### config.mk
export PLATFORM = sky130hd
export DESIGN_NAME = decode_queue
export DESIGN_NICKNAME = d
export VERILOG_FILES = /design/src/rtl/decode_queue_pkg.sv /design/src/rtl/decode_queue_decode_core.sv /design/src/rtl/fifo.sv /design/src/rtl/decode_queue.sv
export SDC_FILE = /design/constraint.sdc
export NUM_CORES = 1
export LEC_CHECK = 0
export BUFFER_PORTS_ARGS = -buffer_cell sky130_fd_sc_hd__buf_2
export CORE_MARGIN = 1
export CORE_UTILIZATION = 56
export CTS_BUF_LIST = sky130_fd_sc_hd__clkbuf_16
export DETAILED_ROUTE_END_ITERATION = 10
export HOLD_SLACK_MARGIN = 0.02
export PLACE_DENSITY_LB_ADDON = 0.05
export SYNTH_ARGS = -nofsm -noshare
export SYNTH_HDL_FRONTEND = slang
export SYNTH_HIERARCHICAL = 1
export SYNTH_SLANG_ARGS = --single-unit
### constraint.sdc
create_clock -name clk -period 2.4 [get_ports clk]
set_input_delay 0.72 -clock clk [delete_from_list [all_inputs] [get_ports clk]]
set_output_delay 0.72 -clock clk [all_outputs]
set_load 0.1 [all_outputs]
### src/rtl/decode_queue_pkg.sv
// Shared RV32I decode types for the decode queue.
// The decoded bundle carries muldiv/muldiv_op only when DECODE_QUEUE_RV32M_EN is defined.
package cpu_types;

  typedef enum logic [1:0] {
    MASK_BYTE = 2'b00,
    MASK_HALF = 2'b01,
    MASK_WORD = 2'b10
  } memory_mask_t;

  typedef enum logic [2:0] {UNKNOWN, R, I, S, SB, U, UJ} instruction_type_t;

  typedef enum logic [2:0] {
    MD_MUL, MD_MULH, MD_MULHSU, MD_MULHU, MD_DIV, MD_DIVU, MD_REM, MD_REMU
  } muldiv_op_t;

  typedef enum logic {ST_RUN, ST_HALT} queue_state_t;

  // opcode[6:2]; opcode[1:0] must be 2'b11 for every legal word
  localparam logic [4:0] OP       = 5'b01100;
  localparam logic [4:0] OP_IMM   = 5'b00100;
  localparam logic [4:0] LOAD     = 5'b00000;
  localparam logic [4:0] STORE    = 5'b01000;
  localparam logic [4:0] BRANCH   = 5'b11000;
  localparam logic [4:0] JAL      = 5'b11011;
  localparam logic [4:0] JALR     = 5'b11001;
  localparam logic [4:0] LUI      = 5'b01101;
  localparam logic [4:0] AUIPC    = 5'b00101;
  localparam logic [4:0] SYSTEM   = 5'b11100;
  localparam logic [4:0] MISC_MEM = 5'b00011;

  typedef struct packed {
    instruction_type_t instruction_type;
    logic [4:0]        rd;
    logic [4:0]        rs1;
    logic [4:0]        rs2;
    logic [31:0]       immediate;
    logic              use_immediate;
    logic              use_pc;
    logic              reg_we;
    logic              load_memory;
    logic              store_memory;
    memory_mask_t      memory_mask;
    logic              sign_extend;
    logic              jump;
    logic              jump_register;
    logic              branch;
    logic [2:0]        alu_funct3;
    logic              alu_reg_add_one;
    logic              negate;
    logic              shift_arith;
    logic              ebreak;
`ifdef DECODE_QUEUE_RV32M_EN
    logic              muldiv;
    muldiv_op_t        muldiv_op;
`endif
  } decoded_ctrl_t;

endpackage

### src/rtl/decode_queue_decode_core.sv
// Combinational RV32I decoder: instruction word -> decoded_ctrl_t plus illegal flag.
// With DECODE_QUEUE_RV32M_EN the OP/funct7=0000001 space decodes as mul/div, otherwise it is illegal.
module decode_core
  import cpu_types::*;
(
  input  logic [31:0]   instruction,
  output decoded_ctrl_t ctrl,
  output logic          illegal
);

  logic [4:0]  op5;
  logic [2:0]  funct3;
  logic [6:0]  funct7;
  logic        md_enc;
  logic        known;
  logic [31:0] imm_i;
  logic [31:0] imm_s;
  logic [31:0] imm_b;
  logic [31:0] imm_u;
  logic [31:0] imm_j;

  assign op5    = instruction[6:2];
  assign funct3 = instruction[14:12];
  assign funct7 = instruction[31:25];
  assign md_enc = (op5 == OP) && (funct7 == 7'b0000001);

  assign imm_i = {{20{instruction[31]}}, instruction[31:20]};
  assign imm_s = {{20{instruction[31]}}, instruction[31:25], instruction[11:7]};
  assign imm_b = {{19{instruction[31]}}, instruction[31], instruction[7],
                  instruction[30:25], instruction[11:8], 1'b0};
  assign imm_u = {instruction[31:12], 12'b0};
  assign imm_j = {{11{instruction[31]}}, instruction[31], instruction[19:12],
                  instruction[20], instruction[30:21], 1'b0};

  always_comb begin
    ctrl    = '0;
    known   = 1'b1;
    illegal = 1'b0;
    ctrl.rd  = instruction[11:7];
    ctrl.rs1 = instruction[19:15];
    ctrl.rs2 = instruction[24:20];
    case (op5)
      OP: begin
        ctrl.instruction_type = R;
        ctrl.reg_we           = 1'b1;
        ctrl.alu_funct3       = funct3;
        ctrl.alu_reg_add_one  = (funct3 == 3'b000) && funct7[5];
        ctrl.negate           = (funct3 == 3'b000) && funct7[5];
        ctrl.shift_arith      = (funct3 == 3'b101) && funct7[5];
      end
      OP_IMM: begin
        ctrl.instruction_type = I;
        ctrl.immediate        = imm_i;
        ctrl.use_immediate    = 1'b1;
        ctrl.reg_we           = 1'b1;
        ctrl.alu_funct3       = funct3;
        ctrl.shift_arith      = (funct3 == 3'b101) && funct7[5];
      end
      LOAD: begin
        ctrl.instruction_type = I;
        ctrl.immediate        = imm_i;
        ctrl.use_immediate    = 1'b1;
        ctrl.reg_we           = 1'b1;
        ctrl.load_memory      = 1'b1;
        ctrl.memory_mask      = memory_mask_t'(funct3[1:0]);
        ctrl.sign_extend      = !funct3[2];
      end
      STORE: begin
        ctrl.instruction_type = S;
        ctrl.immediate        = imm_s;
        ctrl.use_immediate    = 1'b1;
        ctrl.store_memory     = 1'b1;
        ctrl.memory_mask      = memory_mask_t'(funct3[1:0]);
      end
      BRANCH: begin
        ctrl.instruction_type = SB;
        ctrl.immediate        = imm_b;
        ctrl.branch           = 1'b1;
      end
      JAL: begin
        ctrl.instruction_type = UJ;
        ctrl.immediate        = imm_j;
        ctrl.use_immediate    = 1'b1;
        ctrl.use_pc           = 1'b1;
        ctrl.reg_we           = 1'b1;
        ctrl.jump             = 1'b1;
      end
      JALR: begin
        ctrl.instruction_type = I;
        ctrl.immediate        = imm_i;
        ctrl.use_immediate    = 1'b1;
        ctrl.reg_we           = 1'b1;
        ctrl.jump             = 1'b1;
        ctrl.jump_register    = 1'b1;
      end
      LUI: begin
        ctrl.instruction_type = U;
        ctrl.immediate        = imm_u;
        ctrl.use_immediate    = 1'b1;
        ctrl.reg_we           = 1'b1;
        ctrl.rs1              = 5'd0;
      end
      AUIPC: begin
        ctrl.instruction_type = U;
        ctrl.immediate        = imm_u;
        ctrl.use_immediate    = 1'b1;
        ctrl.use_pc           = 1'b1;
        ctrl.reg_we           = 1'b1;
      end
      SYSTEM: begin
        ctrl.instruction_type = I;
        ctrl.immediate        = imm_i;
        ctrl.ebreak           = (funct3 == 3'b000);
      end
      MISC_MEM: begin
        ctrl.instruction_type = I;
        ctrl.immediate        = imm_i;
      end
      default: known = 1'b0;
    endcase
`ifdef DECODE_QUEUE_RV32M_EN
    if (md_enc) begin
      ctrl.muldiv    = 1'b1;
      ctrl.muldiv_op = muldiv_op_t'(funct3);
    end
    illegal = !known || (instruction[1:0] != 2'b11);
`else
    illegal = !known || (instruction[1:0] != 2'b11) || md_enc;
`endif
    // an illegal word still travels down the pipe but must have no side effects
    if (illegal) begin
      ctrl.reg_we        = 1'b0;
      ctrl.load_memory   = 1'b0;
      ctrl.store_memory  = 1'b0;
      ctrl.jump          = 1'b0;
      ctrl.jump_register = 1'b0;
      ctrl.branch        = 1'b0;
      ctrl.ebreak        = 1'b0;
    end
  end

endmodule

### src/rtl/fifo.sv
// Generic DEPTH-entry valid/ready FIFO with synchronous clear; read data is registered storage.
// Write is refused when full (no pass-through); clear overrides same-cycle write and read.
module fifo #(
  parameter int DEPTH = 2,
  parameter int W     = 8
) (
  input  logic         clk,
  input  logic         rst_n,
  input  logic         clr,
  input  logic         wr_vld,
  output logic         wr_rdy,
  input  logic [W-1:0] wr_dat,
  output logic         rd_vld,
  input  logic         rd_rdy,
  output logic [W-1:0] rd_dat
);

  localparam int PTR_W = $clog2(DEPTH);
  localparam int CNT_W = PTR_W + 1;

  logic [W-1:0]     mem [DEPTH];
  logic [PTR_W-1:0] wr_ptr;
  logic [PTR_W-1:0] rd_ptr;
  logic [CNT_W-1:0] count;
  logic             wr_fire;
  logic             rd_fire;

  assign wr_rdy  = (count != CNT_W'(DEPTH));
  assign rd_vld  = (count != '0);
  assign rd_dat  = mem[rd_ptr];
  assign wr_fire = wr_vld && wr_rdy;
  assign rd_fire = rd_vld && rd_rdy;

  // DEPTH is a power of two, so plain pointer overflow gives the modulo wrap
  always_ff @(posedge clk or negedge rst_n) begin
    if (!rst_n) begin
      mem    <= '{default: '0};
      wr_ptr <= '0;
      rd_ptr <= '0;
      count  <= '0;
    end else if (clr) begin
      wr_ptr <= '0;
      rd_ptr <= '0;
      count  <= '0;
    end else begin
      if (wr_fire) begin
        mem[wr_ptr] <= wr_dat;
        wr_ptr      <= wr_ptr + PTR_W'(1);
      end
      if (rd_fire) begin
        rd_ptr <= rd_ptr + PTR_W'(1);
      end
      if (wr_fire && !rd_fire) begin
        count <= count + CNT_W'(1);
      end else if (rd_fire && !wr_fire) begin
        count <= count - CNT_W'(1);
      end
    end
  end

endmodule

### src/rtl/decode_queue.sv
// RV32I decode stage: words decoded on entry, buffered in a DEPTH FIFO, 1-cycle latency, in_ready ignores out_ready.
// An accepted ebreak halts intake until flush; DECODE_QUEUE_RV32M_EN enables mul/div decode.
module decode_queue
  import cpu_types::*;
#(
  parameter int DEPTH = 2,
  parameter int PC_W  = 32
) (
  input  logic            clk,
  input  logic            rst_n,
  input  logic            flush,
  input  logic            in_valid,
  output logic            in_ready,
  input  logic [31:0]     in_instruction,
  input  logic [PC_W-1:0] in_pc,
  output logic            out_valid,
  input  logic            out_ready,
  output logic [PC_W-1:0] out_pc,
  output decoded_ctrl_t   out_ctrl,
  output logic            out_illegal,
  output logic            halted
);

  typedef struct packed {
    logic [PC_W-1:0] pc;
    decoded_ctrl_t   ctrl;
    logic            illegal;
  } entry_t;

  queue_state_t  state;
  queue_state_t  state_nxt;
  decoded_ctrl_t dec_ctrl;
  logic          dec_illegal;
  entry_t        wr_entry;
  entry_t        rd_entry;
  logic          fifo_wr_rdy;
  logic          push_vld;

  decode_core u_decode_core (
    .instruction (in_instruction),
    .ctrl        (dec_ctrl),
    .illegal     (dec_illegal)
  );

  assign wr_entry = '{pc: in_pc, ctrl: dec_ctrl, illegal: dec_illegal};
  assign in_ready = fifo_wr_rdy && (state == ST_RUN);
  assign push_vld = in_valid && in_ready;

  fifo #(
    .DEPTH (DEPTH),
    .W     ($bits(entry_t))
  ) u_fifo (
    .clk    (clk),
    .rst_n  (rst_n),
    .clr    (flush),
    .wr_vld (push_vld),
    .wr_rdy (fifo_wr_rdy),
    .wr_dat (wr_entry),
    .rd_vld (out_valid),
    .rd_rdy (out_ready),
    .rd_dat (rd_entry)
  );

  assign out_pc      = rd_entry.pc;
  assign out_ctrl    = rd_entry.ctrl;
  assign out_illegal = rd_entry.illegal;

  always_ff @(posedge clk or negedge rst_n) begin
    if (!rst_n) begin
      state <= ST_RUN;
    end else begin
      state <= state_nxt;
    end
  end

  always_comb begin
    state_nxt = state;
    halted    = (state == ST_HALT);
    case (state)
      ST_RUN:  if (push_vld && dec_ctrl.ebreak) state_nxt = ST_HALT;
      ST_HALT: state_nxt = ST_HALT;
      default: state_nxt = ST_RUN;
    endcase
    if (flush) begin
      state_nxt = ST_RUN;
    end
  end

endmodule

# --- Word level (Yosys, flattened, before mapping) ---
# Cells that the tools add are included.
word_totals:
  register_bits: 207
  input_bits: 69
op_classes:
  eq_ne: 14
  mux: 37
  n_lt_le_gt_ge: 3
  addsub: 4
  n_reduce_logical: 33
  n_bitwise: 4
op_table:
  columns: ["cell", "count"]
  rows:
  - ["2-to-1 mux 101 bit", 4]
  - ["bitwise mux 202 bit", 1]
  - ["one-hot mux 32 bit (5 select lines)", 1]
  - ["demux 101 bit (select 1 bit)", 1]
  - ["== test 5 bit, second input constant", 4]
  - ["2-to-1 mux 1 bit", 19]
  - ["one-hot mux 3 bit (6 select lines)", 1]
  - ["== test 5 x 4 -> 1 bit, second input constant", 3]
  - ["OR reduction 7 bit", 2]
  - ["logical AND 1 bit", 11]
  - ["OR reduction 11 bit", 1]
  - ["== test 5 x 3 -> 1 bit, second input constant", 2]
  - ["2-to-1 mux 2 bit", 5]
  - ["OR reduction 2 bit", 5]
  - ["2-to-1 mux 3 bit", 3]
  - ["== test 7 x 1 -> 1 bit, second input constant", 1]
  - ["nonzero test 2 bit", 3]
  - ["== test 5 x 2 -> 1 bit, second input constant", 1]
  - ["logical NOT 5 bit", 1]
  - ["2-to-1 mux 5 bit", 1]
  - ["OR reduction 5 bit", 1]
  - [">= comparator 2 bit, second input constant", 2]
  - ["logical NOT 1 bit", 4]
  - ["!= test 2 bit, second input constant", 2]
  - ["12 further kinds", 16]

# --- Depth between registers and ports, before layout ---
depth:
  depth_word: 11
  mapped_depth: 9
  ltp_nobuf: 7

# --- Modules after synthesis ---
# The synthesis kept the hierarchy.
by_module_without_submodules:
  columns: ["module", "area_per_inst_um2", "n_inst", "seq_area_each_um2", "cells_each"]
  rows:
  - ["fifo", 8951.1, 1, 5154.9, 563]
  - ["decode_core", 969.7, 1, 0.0, 166]
  - ["decode_queue", 55.1, 1, 25.0, 5]

# --- Worst setup path after synthesis ---
# OpenSTA, ideal clock, no wires.
synth_timing:
  kind: "reg2reg"
  from: "register state (netlist: halted)"
  to: "register u_fifo/mem[101] in the netlist's numbering"
  setup_time_ns: 0.127
  period_less_slack_ns: 2.894
  arrival_time_ns: 2.766
  required_ns: 2.273
  slack_ns: -0.494
  path_stages_with_launch: 8
  cell_sequence: "dfrtp_1 nor2b_4 and2_1 inv_2 nor4_2 buf_4 buf_6 mux2_1"
synth_via:
  elab_chain_len: 5
synth_rtl:
  columns: ["item", "line", "source"]
  rows:
  - ["from (decl)", "decode_queue.sv:30", "queue_state_t state;"]
  - ["from (signal assigned)", "decode_queue.sv:72", "state <= state_nxt;"]
  - ["inverter 1 bit", "decode_queue.sv:46", "assign in_ready = fifo_wr_rdy && (state == ST_RUN);"]
  - ["logical AND 1 bit", "decode_queue.sv:46", null]
  - ["via in_ready", "decode_queue.sv:13", "output logic in_ready,"]
  - ["logical AND 1 bit", "decode_queue.sv:47", "assign push_vld = in_valid && in_ready;"]
  - ["via push_vld", "decode_queue.sv:37", "logic push_vld;"]
  - ["logical AND 1 bit", "fifo.sv:31", "assign wr_fire = wr_vld && wr_rdy;"]
  - ["AND reduction 2 bit (no source line)", null, null]
  - ["to (signal, indexed assignment)", "fifo.sv:47", "mem[wr_ptr] <= wr_dat;"]
  - ["to (decl)", "fifo.sv:21", "logic [W-1:0] mem [DEPTH];"]
# The timed path passes the listed nets, and every way through them passes these cells.
# A chain may end at the register's enable or synchronous reset.

==> flow_summary.json <==
{
  "row_count": 48,
  "ys_seq_area_frac": 0.519,
  "cts_sinks": 207,
  "rsz0062_at_grt": "yes",
  "drc": 0,
  "coreArea_mm2": 0.0174,
  "dieArea_mm2": 0.0184,
  "drt_wl_total_mm": 23.7,
  "path_clk_slew_ps": 60,
  "drtIter0Drc": 397,
  "synth_fp_nets": 803,
  "postSynthAreaPerCell_um2": 13.6,
  "area_growth_pct": 31.7,
  "setup_viol": 101,
  "slew_headroom": 0.439,
  "drive_above_1_share": 0.461,
  "report.final.slew_viol_count": 0,
  "violations": "setup timing",
  "wl_per_cell_um": 20.4,
  "whs_ps": 88.3,
  "fillCellCount": 1090,
  "antenna_found_initial": 1,
  "num_antenna_cells": 0,
  "min_period_ps": 2630,
  "grt_pass1_vias": 6979,
  "fin_worst_skew_ps": 18.0,
  "cp.required_ps": 1680,
  "worstPathArrival_ps": 1910,
  "worstMarginPinSlew_ps": 839,
  "grt-ovfl-total": 0,
  "vias": 6573,
  "grt_max_degree": 72,
  "ys_types": 51,
  "ant_nets": 0,
  "io_buffers": 172,
  "placed_area_mm2": 0.0113,
  "cellLeakagePower_nw": 6.29,
  "cts_root_buf": "clkbuf_16",
  "async_flop_share": 1.00,
  "grt_pass1_wl_mm": 37.3,
  "cts_hold_buf": 0,
  "post-route-period-util": 1.10,
  "via_per_inst": 5.65,
  "outcome": "complete, but fails checks",
  "final.setup.worst_slack_ps": -233,
  "yosysWarnings": 6,
  "final_area_mm2": 0.0131,
  "clkLatencyLatePin_ps": 510,
  "drt_first_pass_iters": 5,
  "numCtsBuffers": 23,
  "die_y_um": 135,
  "max_freq_mhz": 380,
  "synth_edf_count": 0,
  "cts_buffer_depth": 3,
  "fin_nets": 991,
  "start_kind": "flip-flop",
  "cellPowerDensity_mw_per_mm2": 997,
  "pin_count": 173,
  "final_common_cell": "dfrtp_1",
  "final_cell_mix": "dfrtp_1, mux2_1, mux2_2",
  "ir_worst_vdd_mv": 1.07,
  "initial_core_util": 0.575,
  "track_usage": 0.263,
  "place.gp.congestion": 0.927,
  "finalHoldViolCount": 0,
  "critical_path.max_fanout": 7,
  "cts_tree": "done",
  "die_w_um": 135,
  "synthFlopType": "dfrtp_1",
  "hold_path.class": "input pin to asynchronous set/reset pin",
  "setup.worst_path.end_class": "primary output",
  "synth_seq_cells": 207,
  "syn_area_mm2": 0.00998,
  "criticalPathCategory": "flip-flop to primary output",
  "dpl.hpwl_mm": 15.9,
  "drv_cap": 0,
  "synthCells": 734,
  "htreeDepth": 1
}
==> layer usage <==
layer	up-vias	wire [um]	track usage
met4	0	418	0.0712
li1	2996	-	-
met5	-	0	0
met2	176	12100	0.442
met3	36	1260	0.0509
met1	3365	9970	0.348
==> kinds of logic (layout without fill, tap and decap cells) <==
| logic type | Yosys count | after routing | share of synthesized area |
|---|---|---|---|
| DFF | 207 | 207 | 0.519 |
| muxes | 305 | 305 | 0.344 |
| xor gates and xnor gates | 2 | 2 | 0.00176 |
| AOI/OAI and AO/OA | 46 | 46 | 0.0305 |
| buffers and inverters | 58 | 263 | 0.0403 |
| and+or+nand+nor | 116 | 116 | 0.0642 |
==> stage by stage <==
step,cells,utilization,setup TNS (ps),total power (W),setup slack [ps]
after floorplan,734,-,-17760,0.00813,-188
after detailed placement,1110,0.652,0,0.00887,55.5
final,1164,0.757,-17510,0.0131,-233
after global placement,1110,0.652,0,0.00873,95.8
after CTS,1159,0.746,-19680,0.0131,-261
after global routing,1164,0.757,-22200,0.0136,-284
==> synth_stat cells (3+ instances only) <==
cell / count / area [um^2]
nor2_1: 15 / 56.3
buf_2: 15 / 75.1
a21o_1: 4 / 30.0
a21oi_1: 8 / 40.0
clkbuf_1: 4 / 15.0
o21ai_0: 15 / 75.1
a22o_1: 6 / 52.6
dfrtp_1: 207 / 5180
nor3b_1: 4 / 30.0
buf_6: 9 / 101
nor2b_1: 6 / 37.5
mux2_2: 163 / 1840
or2_2: 3 / 18.8
and2_1: 10 / 62.6
buf_4: 26 / 195
nand2b_1: 5 / 31.3
nor3_1: 5 / 25.0
and3_1: 6 / 37.5
mux2_1: 140 / 1580
nand2_1: 41 / 154
nor4_1: 3 / 18.8
==> power breakdown <==
| group | internal, W | leakage [nW] | switching [W] |
|---|---|---|---|
| registers | 0.00414 | 2.64 | 0.000337 |
| logic | 0.00168 | 3.27 | 0.00333 |
| clock network | 0.00219 | 0.377 | 0.00143 |
==> repair_timing <==
| item | 4_1_cts | 5_1_grt |
|---|---|---|
| gates cloned | 2 | 1 |
| pin swaps | 0 | 1 |
| setup endpoints to repair | 102 | 181 |
| buffers inserted | 5 | 4 |
| gates resized for setup | 226 | 31 |
==> registers in the layout (all words and copies together), names as in the netlist <==
| name | flops |
|---|---|
| u_fifo/count | 2 |
| u_fifo/rd_ptr | 1 |
| u_fifo/wr_ptr | 1 |
| halted | 1 |
| u_fifo/mem | 202 |
==> layout make-up <==
type | instances | area (um^2) | area share
Sequential cell | 207 | 5190 | 0.395
Multi-Input combinational cell | 469 | 4520 | 0.344
Timing Repair Buffer | 217 | 2360 | 0.179
Clock buffer | 23 | 576 | 0.0438
Tap cell | 225 | 282 | 0.0214
Clock inverter | 19 | 204 | 0.0155
Inverter | 4 | 15.0 | 0.00114
==> worst max-delay path, cell delays in order (launching register included) <==
cell and delay, ps:
dfrtp_4 580, buf_12 170, buf_16 150, mux2_4 330, buf_12 170
==> final timing paths <==
path                            depth (start not counted)  slack (ps)            start              end
worst max-delay path                                    4        -230    u_fifo/rd_ptr      out_ctrl[8]
worst min-delay path                                    1          90            rst_n  u_fifo/mem[116]
worst max register to register                          9         140  u_fifo/count[1]  u_fifo/mem[146]
worst min register to register                          1         480  u_fifo/mem[133]  u_fifo/mem[133]
max in group asynchronous                               2        1640            rst_n           halted
min in group clk                                        2         430        in_pc[13]   u_fifo/mem[82]
Power figures use the tool's default switching activity.
